`config.mk`:
```
export PLATFORM = sky130hd
export DESIGN_NAME = ram_march_bist_flat
export DESIGN_NICKNAME = d
export VERILOG_FILES = /design/src/rtl/ram_march_bist_if.sv /design/src/rtl/ram_march_bist.sv /design/src/flat_wrapper.sv
export SDC_FILE = /design/constraint.sdc
export NUM_CORES = 1
export LEC_CHECK = 0
export CAP_MARGIN = 20
export CORE_MARGIN = 2
export CORE_UTILIZATION = 54
export CTS_CLUSTER_DIAMETER = 100
export DETAILED_ROUTE_END_ITERATION = 8
export PLACE_DENSITY = 0.85
export SYNTH_ARGS = -nofsm -noshare
export SYNTH_HDL_FRONTEND = slang
export SYNTH_SLANG_ARGS = --single-unit
```
`constraint.sdc`:
```
create_clock -name clk -period 3.75 [get_ports clk]
set_clock_uncertainty 0.2 [all_clocks]
set_input_delay 0.375 -clock clk [delete_from_list [all_inputs] [get_ports clk]]
set_output_delay 0.375 -clock clk [all_outputs]
set_load 0.005 [all_outputs]
```
`src/rtl/ram_march_bist_if.sv`:
```
// Port bundle between the March BIST engine, whoever starts it, and the RAM under test.
interface ram_march_bist_if #(
    parameter int ADDR_W = 20,
    parameter int DATA_W = 8,
    parameter int ERR_W  = 16
);
    logic              start;
    logic              busy;
    logic              done;
    logic              pass;
    logic [ERR_W-1:0]  err_count;
    logic [ADDR_W-1:0] fail_addr;
    logic              ram_we;
    logic [ADDR_W-1:0] ram_addr;
    logic [DATA_W-1:0] ram_wdata;
    logic [DATA_W-1:0] ram_rdata;

    modport master (
        input  start, ram_rdata,
        output busy, done, pass, err_count, fail_addr, ram_we, ram_addr, ram_wdata
    );
    modport slave (
        output start, ram_rdata,
        input  busy, done, pass, err_count, fail_addr, ram_we, ram_addr, ram_wdata
    );
endinterface

```
`src/rtl/ram_march_bist.sv`:
```
// March BIST initiator: W0(P), up R(P)W(~P), down R(~P)W(P), up R(P), then a drain compare.
// Counts mismatches (saturating) and records the first failing address of each run.
module ram_march_bist #(
    parameter int                ADDR_W  = 20,
    parameter int                DATA_W  = 8,
    parameter logic [DATA_W-1:0] PATTERN = 8'h55,
    parameter int                ERR_W   = 16
) (
    input  logic             clk,
    input  logic             rst,
    ram_march_bist_if.master bus
);
    typedef enum logic [2:0] {IDLE, W0, RW1, RW0, RD, DRAIN} state_t;

    localparam logic [ADDR_W-1:0] ADDR_LAST = '1;
    localparam logic [ERR_W-1:0]  ERR_MAX   = '1;

    state_t            state, state_n;
    logic [ADDR_W-1:0] addr, addr_n;
    logic              sub, sub_n;        // 0 = read half, 1 = write half of an RW pair
    logic              rd_vld;
    logic [ADDR_W-1:0] rd_addr;
    logic              we, we_n;
    logic [DATA_W-1:0] wdata, wdata_n;
    logic              busy, done, pass;
    logic [ERR_W-1:0]  err_count;
    logic [ADDR_W-1:0] fail_addr;
    logic              cmp_en, mismatch;
    logic [DATA_W-1:0] expect_data;
    logic [ADDR_W-1:0] cmp_addr;

    always_comb begin
        state_n = state;
        addr_n  = addr;
        sub_n   = 1'b0;
        we_n    = 1'b0;
        wdata_n = '0;
        case (state)
            IDLE: if (bus.start) begin
                state_n = W0;
                addr_n  = '0;
            end
            W0: if (addr == ADDR_LAST) begin
                state_n = RW1;
                addr_n  = '0;
            end else begin
                addr_n = addr + 1'b1;
            end
            RW1: if (!sub) begin
                sub_n = 1'b1;
            end else if (addr == ADDR_LAST) begin
                state_n = RW0;
                addr_n  = ADDR_LAST;
            end else begin
                addr_n = addr + 1'b1;
            end
            RW0: if (!sub) begin
                sub_n = 1'b1;
            end else if (addr == '0) begin
                state_n = RD;
                addr_n  = '0;
            end else begin
                addr_n = addr - 1'b1;
            end
            RD: if (addr == ADDR_LAST) begin
                state_n = DRAIN;
            end else begin
                addr_n = addr + 1'b1;
            end
            DRAIN: state_n = IDLE;
            default: state_n = IDLE;
        endcase

        // Port drive is derived from the upcoming state so it lands registered with it
        case (state_n)
            W0:  begin we_n = 1'b1; wdata_n = PATTERN; end
            RW1: if (sub_n) begin we_n = 1'b1; wdata_n = ~PATTERN; end
            RW0: if (sub_n) begin we_n = 1'b1; wdata_n = PATTERN; end
            default: ;
        endcase
    end

    // RW compares happen in the write half, when the read half's data has returned
    always_comb begin
        cmp_en      = 1'b0;
        expect_data = PATTERN;
        cmp_addr    = addr;
        if ((state == RW1 || state == RW0) && sub) begin
            cmp_en      = 1'b1;
            expect_data = (state == RW1) ? PATTERN : ~PATTERN;
        end
        if (rd_vld) begin
            cmp_en   = 1'b1;
            cmp_addr = rd_addr;
        end
        mismatch = cmp_en && (bus.ram_rdata != expect_data);
    end

    always_ff @(posedge clk or posedge rst) begin
        if (rst) begin
            state     <= IDLE;
            addr      <= '0;
            sub       <= 1'b0;
            rd_vld    <= 1'b0;
            rd_addr   <= '0;
            we        <= 1'b0;
            wdata     <= '0;
            busy      <= 1'b0;
            done      <= 1'b0;
            pass      <= 1'b0;
            err_count <= '0;
            fail_addr <= '0;
        end else begin
            state   <= state_n;
            addr    <= addr_n;
            sub     <= sub_n;
            rd_vld  <= (state == RD);
            rd_addr <= addr;
            we      <= we_n;
            wdata   <= wdata_n;
            busy    <= (state_n != IDLE);
            done    <= (state == DRAIN);
            if (state == IDLE && bus.start) begin
                err_count <= '0;
                fail_addr <= '0;
                pass      <= 1'b0;
            end else if (mismatch) begin
                if (err_count != ERR_MAX) err_count <= err_count + 1'b1;
                // counter saturates rather than wraps, so zero means no earlier failure
                if (err_count == '0) fail_addr <= cmp_addr;
            end
            if (state == DRAIN) pass <= (err_count == '0) && !mismatch;
        end
    end

    assign bus.busy      = busy;
    assign bus.done      = done;
    assign bus.pass      = pass;
    assign bus.err_count = err_count;
    assign bus.fail_addr = fail_addr;
    assign bus.ram_we    = we;
    assign bus.ram_addr  = addr;
    assign bus.ram_wdata = wdata;
endmodule

```
`src/flat_wrapper.sv`:
```
// flat-port wrapper written by rule: the top's interface ports become plain ports
module ram_march_bist_flat 
#(
    parameter int                ADDR_W  = 20,
    parameter int                DATA_W  = 8,
    parameter logic [DATA_W-1:0] PATTERN = 8'h55,
    parameter int                ERR_W   = 16
)
  (clk, rst, bus_start, bus_ram_rdata, bus_busy, bus_done, bus_pass, bus_err_count, bus_fail_addr, bus_ram_we, bus_ram_addr, bus_ram_wdata);
  ram_march_bist_if #(.ADDR_W(ADDR_W), .DATA_W(DATA_W), .ERR_W(ERR_W)) bus_i ();
  input  logic clk;
  input  logic rst;
  input wire logic [$bits(bus_i.start)-1:0] bus_start;
  input wire logic [$bits(bus_i.ram_rdata)-1:0] bus_ram_rdata;
  output wire logic [$bits(bus_i.busy)-1:0] bus_busy;
  output wire logic [$bits(bus_i.done)-1:0] bus_done;
  output wire logic [$bits(bus_i.pass)-1:0] bus_pass;
  output wire logic [$bits(bus_i.err_count)-1:0] bus_err_count;
  output wire logic [$bits(bus_i.fail_addr)-1:0] bus_fail_addr;
  output wire logic [$bits(bus_i.ram_we)-1:0] bus_ram_we;
  output wire logic [$bits(bus_i.ram_addr)-1:0] bus_ram_addr;
  output wire logic [$bits(bus_i.ram_wdata)-1:0] bus_ram_wdata;
  assign bus_i.start = bus_start;
  assign bus_i.ram_rdata = bus_ram_rdata;
  assign bus_busy = bus_i.busy;
  assign bus_done = bus_i.done;
  assign bus_pass = bus_i.pass;
  assign bus_err_count = bus_i.err_count;
  assign bus_fail_addr = bus_i.fail_addr;
  assign bus_ram_we = bus_i.ram_we;
  assign bus_ram_addr = bus_i.ram_addr;
  assign bus_ram_wdata = bus_i.ram_wdata;
  ram_march_bist #(.ADDR_W(ADDR_W), .DATA_W(DATA_W), .PATTERN(PATTERN), .ERR_W(ERR_W)) u_core (.clk(clk), .rst(rst), .bus(bus_i));
endmodule
```
After elaboration in Yosys (flattened, before gate mapping)
Index checks and enable logic that the tools add are counted.

Equality and inequality tests: 15. Reduce and logical (&&, ||, !) cells: 20. Multiplexer cells: 36. $add $sub $neg: 3.

Operators by type and width (number): $mux 20 (11); $pmux 20 s5 (1); $mux 16 (3); $mux 8 (3); $pmux 8 s3 (1); $mux 3 (7); $add 20x1->20 const B (1); $eq 20x20->1 const B (1); $logic_not 20->1 (1); $sub 20x1->20 const B (1); $add 16x1->16 const B (1); $logic_not 16->1 (1); $ne 16x16->1 const B (1); $pmux 3 s5 (1); $eq 3x2->1 const B (4); $ne 8x8->1 (1); $reduce_bool 2->1 (4); $mux 1 (7); $mux 7 (1); $eq 3x1->1 const B (2); $eq 3x3->1 const B (2); $reduce_and 5->1 (1); $reduce_bool 5->1 (1); $logic_and 1x1->1 (4); 9 further kinds (13).

Bits of input ports: 11. Register bits after elaboration: 93.

Depth between registers and ports, before layout
Word-level depth: 9. Gate-level depth with buffers: 11. Gate-level depth less buffers: 8.

Least setup slack after synthesis
No wires, ideal clock.

Path type: reg2reg. Start: reg u_core.addr[9], in the netlist u_core.bus.ram_addr[9]. End: reg u_core.addr[1], in the netlist u_core.bus.ram_addr[1]. Required time: 3.429 ns. Setup time: 0.121 ns. Period minus slack after synthesis: 2.729 ns. Slack: 1.021 ns. Arrival time: 2.408 ns. Buffers on the path: 2. Stages on the path, launching flop included: 8. Cell sequence: dfrtp_1 > buf_6 > or4_4 > or4_1 > buf_2 > o21a_1 > or3_1 > a22o_1.

Longest elaborated chain between the ends: 4. Elaborated cells on any way between the ends: 10.

RTL lines: from (decl) (line ram_march_bist.sv:19) `logic [ADDR_W-1:0] addr, addr_n;`; from (signal assigned) (line ram_march_bist.sv:115) `addr <= addr_n;`; $eq 20x20->1 / $logic_not 20->1 (equally long branches); $mux 20 (on tied branches) (line ram_march_bist.sv:51, ram_march_bist.sv:59); $mux 20 (on tied branches) (line ram_march_bist.sv:49, ram_march_bist.sv:57); $pmux 20 s5 (line ram_march_bist.sv:38) `case (state)`.

Parallel ways exist; a longest one is shown, timed or not. The select of a mux whose other input is x is not followed. A chain may end at the register's enable or synchronous reset.

Final worst setup path
Start: reg u_core.addr[1], in the netlist u_core.bus.ram_addr[1]. End: reg u_core.addr[2], in the netlist u_core.bus.ram_addr[2].

Longest elaborated chain between the ends: 4. Elaborated cells on any way between the ends: 13.

RTL lines: $sub 20x1->20, or another cell as far along (line ram_march_bist.sv:63) `addr_n = addr - 1'b1;`; $mux 20 (on tied branches) (line ram_march_bist.sv:59, ram_march_bist.sv:51); $mux 20 (on tied branches) (line ram_march_bist.sv:57, ram_march_bist.sv:49); $pmux 20 s5 (line ram_march_bist.sv:38).

Parallel ways exist; a longest one is shown, timed or not. The select of a mux whose other input is x is not followed.

==> flow_summary.yaml <==
grt:
  grtUsageMet3_pct: 4.36
  grt_antenna_before_repair: 0
  grt_pass1_wl_um: 21500
  grt.met2_usage_pct: 41.9
  grt_max_degree: 46
  overflow: 0
  busiest_layer: "met2"
  grt_pass1_vias: 4150
  grtUsageTotal_pct: 27.1
  met1_usage_pct: 39.0
drt:
  ant_nets: 0
  avgViaCountPerCell: 6.54
  vias: 4598
  firstDrtPassIters: 7
  wire_per_inst_um: 18.6
  dr.first_iter.drc_count: 603
  finalWirelength_um: 13100
  drc: 0
critical_path:
  r2r_end: "u_core.bus.ram_addr[2]"
  r2r-start: "u_core.bus.ram_addr[1]"
  cpMaxStageDelayCell: "or4_1"
  arrival_ns: 3.23
  end_kind: "register"
  max_stage_delay_ns: 0.62
  crit_fanout: 13
  cp.required_ns: 3.79
  rrSetupSlack_ns: 0.56
  worstPathCellList: "ha_1 > and3_1 > nand3_1 > or4_1 > nor2_1 > buf_4 > o21ai_0 > o311ai_0"
  startpoint_type: "register"
  r2r_cells: 8
  crit_buf_inv: 1
  worst_path_dominant_cell_family: "simple AND/OR/NAND/NOR gates"
  critical_path_class: "register to register"
cts:
  cts.repair.resized: 0
  ctsHtreeMaxLevel: 3
  cts.sinks: 87
  root_buffer: "clkbuf_8"
  clockBufferDepth: 2
  cts_hold_buf: 0
  path_clk_slew_ns: 0.10
  cts_setup_buffers: 0
  numCtsBuffers: 9
  cts_tree: "yes"
  clk_latency_ns: 0.37
yosys:
  yosysUniqueCellTypes: 58
  synth-seq-cells: 87
  synth_top_area_share_pct: 44.4
  synth_top_area_cell: "dfrtp_1"
  synthMostInstantiatedCell: "dfrtp_1"
  syn-num-nets: 562
  avgSynthCellArea_um2: 8.99
  synthTopCellsByCount: "87 x dfrtp_1, 61 x nor2_1, 39 x clkbuf_1, 30 x a21oi_1, 27 x nand2_1"
  synth.top_cells.by_area: "dfrtp_1 44%, nor2_1 4.7%, mux2i_1 4.1%"
  ys_seq_area_share_pct: 44.4
  synth_area_um2: 4910
  synthFlopType: "dfrtp_1"
  synthCells: 546
  synth-edff-count: 0
  yosysWarnings: 0
  synthArstFlopShare_pct: 100
floorplan:
  ioPinCount: 79
  rows: 34
  die_y_um: 99.3
  die_x_um: 99.3
  core_area_um2: 8760
  start_util_pct: 56.0
  die-area_um2: 9870
sta:
  whs_ns: 0.229
  tns_ns: 0
  finalHoldViolations: 0
  finalSetupViolCount: 0
  min_period_ns: 3.19
  worst_pin_slew_ns: 0.881
  fin_crit_sh_pct: 85.1
  maxSlewViolCount: 0
  relSlewSlack_pct: 41.3
  rsz0062_at_grt: "no"
  fmax_mhz: 313
final_layout:
  diodes: 0
  regArea_um2: 2180
  drive_above_1_share_pct: 5.71
  n_fill_cell: 666
  postLayoutCellArea_um2: 5880
  multi_input_area_um2: 2450
  finish.utilization_pct: 67.1
  area_growth_pct: 19.9
  final_nets: 606
power:
  p_total_uw: 2190
  ir_worst_vdd_mv: 0.221
  p_per_area_nw_per_um2: 373
  intPower_uw: 1540
  switching_share_pct: 29.8
  power.leakage_uw: 0.00226
  p_comb_share_pct: 13.6
  pwr-share-clk_pct: 34.4
  power.switching_uw: 653
  seqPwrFrac_pct: 52.0
outcome:
  status: "complete, no violations"
placement:
  gp_congestion: 1.02
  place_area_um2: 5660
  port_buffers: 78
  dp_hpwl_um: 9180
run:
  cap_violations: 0
hold_path:
  hp-class: "input port to async pin"
how the worst max path moves through the flow:
stage,cells past startpoint,startpoint,to
final,8,u_core.bus.ram_addr[1],u_core.bus.ram_addr[2]
after global routing,8,u_core.bus.ram_addr[1],u_core.bus.ram_addr[2]
after CTS,6,u_core.bus.ram_addr[9],u_core.bus.ram_addr[14]
after detailed placement,6,u_core.bus.ram_addr[9],u_core.bus.ram_addr[14]
after global placement,6,u_core.bus.ram_addr[9],u_core.bus.ram_addr[14]
after floorplan,1,rst,u_core.bus.busy
sequential cells by signal (all words and copies together), names as in the netlist, 2 cells and up:
name,cells
u_core.bus.ram_addr,20
u_core.state,3
u_core.bus.ram_wdata,2
u_core.bus.err_count,16
u_core.rd_addr,20
u_core.bus.fail_addr,20
power groups by stage:
stage / sequential [uW] / combinational [uW] / clock [uW]
2_1_floorplan: 1070 / 205 / 0
3_3_place_gp: 1150 / 286 / 0
3_5_place_dp: 1150 / 292 / 0
4_1_cts: 1130 / 295 / 762
5_1_grt: 1150 / 328 / 798
6_report: 1140 / 299 / 753
worst reg2reg max path: cells and delay by family, from the launching register on:
kind / cells / cell delay, ns
flops: 1 / 0.56
buf+inv: 1 / 0.23
simple gates: 4 / 1.47
fa+ha+maj: 1 / 0.37
compound gates: 2 / 0.23
cells in the final DEF (no fill, tap or decap), types with 8 or more instances in the layout:
cell,netlist,layout
nor3_1,25,25
nand2_1,27,27
clkbuf_8,0,9
mux2i_1,20,20
clkdlybuf4s50_1,0,78
a211oi_1,24,24
xnor2_1,8,8
nand3_1,25,25
dfrtp_1,87,87
a21oi_1,30,30
nor4_1,16,16
o21ai_1,11,11
nand4_1,13,13
inv_1,12,11
nor2_1,61,61
o21ai_0,19,19
xor2_1,9,9
or3_1,8,8
and3_1,9,9
routing by layer:
layer  share of wire (%)  wire length (um)  up-vias
li1                    -                 -     2110
met5                   0                 0        -
met3                 9.0              1180       44
met2                  46              6050      286
met1                  42              5540     2158
met4                 2.6               336        0
stage by stage:
step	instances	setup WS, ns
floorplan	546	0.925
global placement	687	0.722
detailed placement	687	0.640
CTS	703	0.617
global route	703	0.323
finish	703	0.559
kinds of logic (layout without fill, tap and decap cells):
logic type | after synthesis | after routing | synth area share, %
buffers and inverters | 64 | 113 | 5.71
adders and majority gates | 5 | 5 | 1.27
and+or+nand+nor | 221 | 221 | 23.8
muxes | 20 | 20 | 4.08
xor gates and xnor gates | 17 | 17 | 3.03
AOI/OAI and AO/OA | 132 | 132 | 17.7
DFF | 87 | 87 | 44.4
layout make-up:
class	count	area share [%]
clock buffers	9	2.11
clock inverters	7	1.74
repair buffers	85	14.4
flip-flops and latches	87	37.0
well taps	108	2.30
inverters	12	0.787
multi-input cells	395	41.7
(Power assumes the default switching activity.)
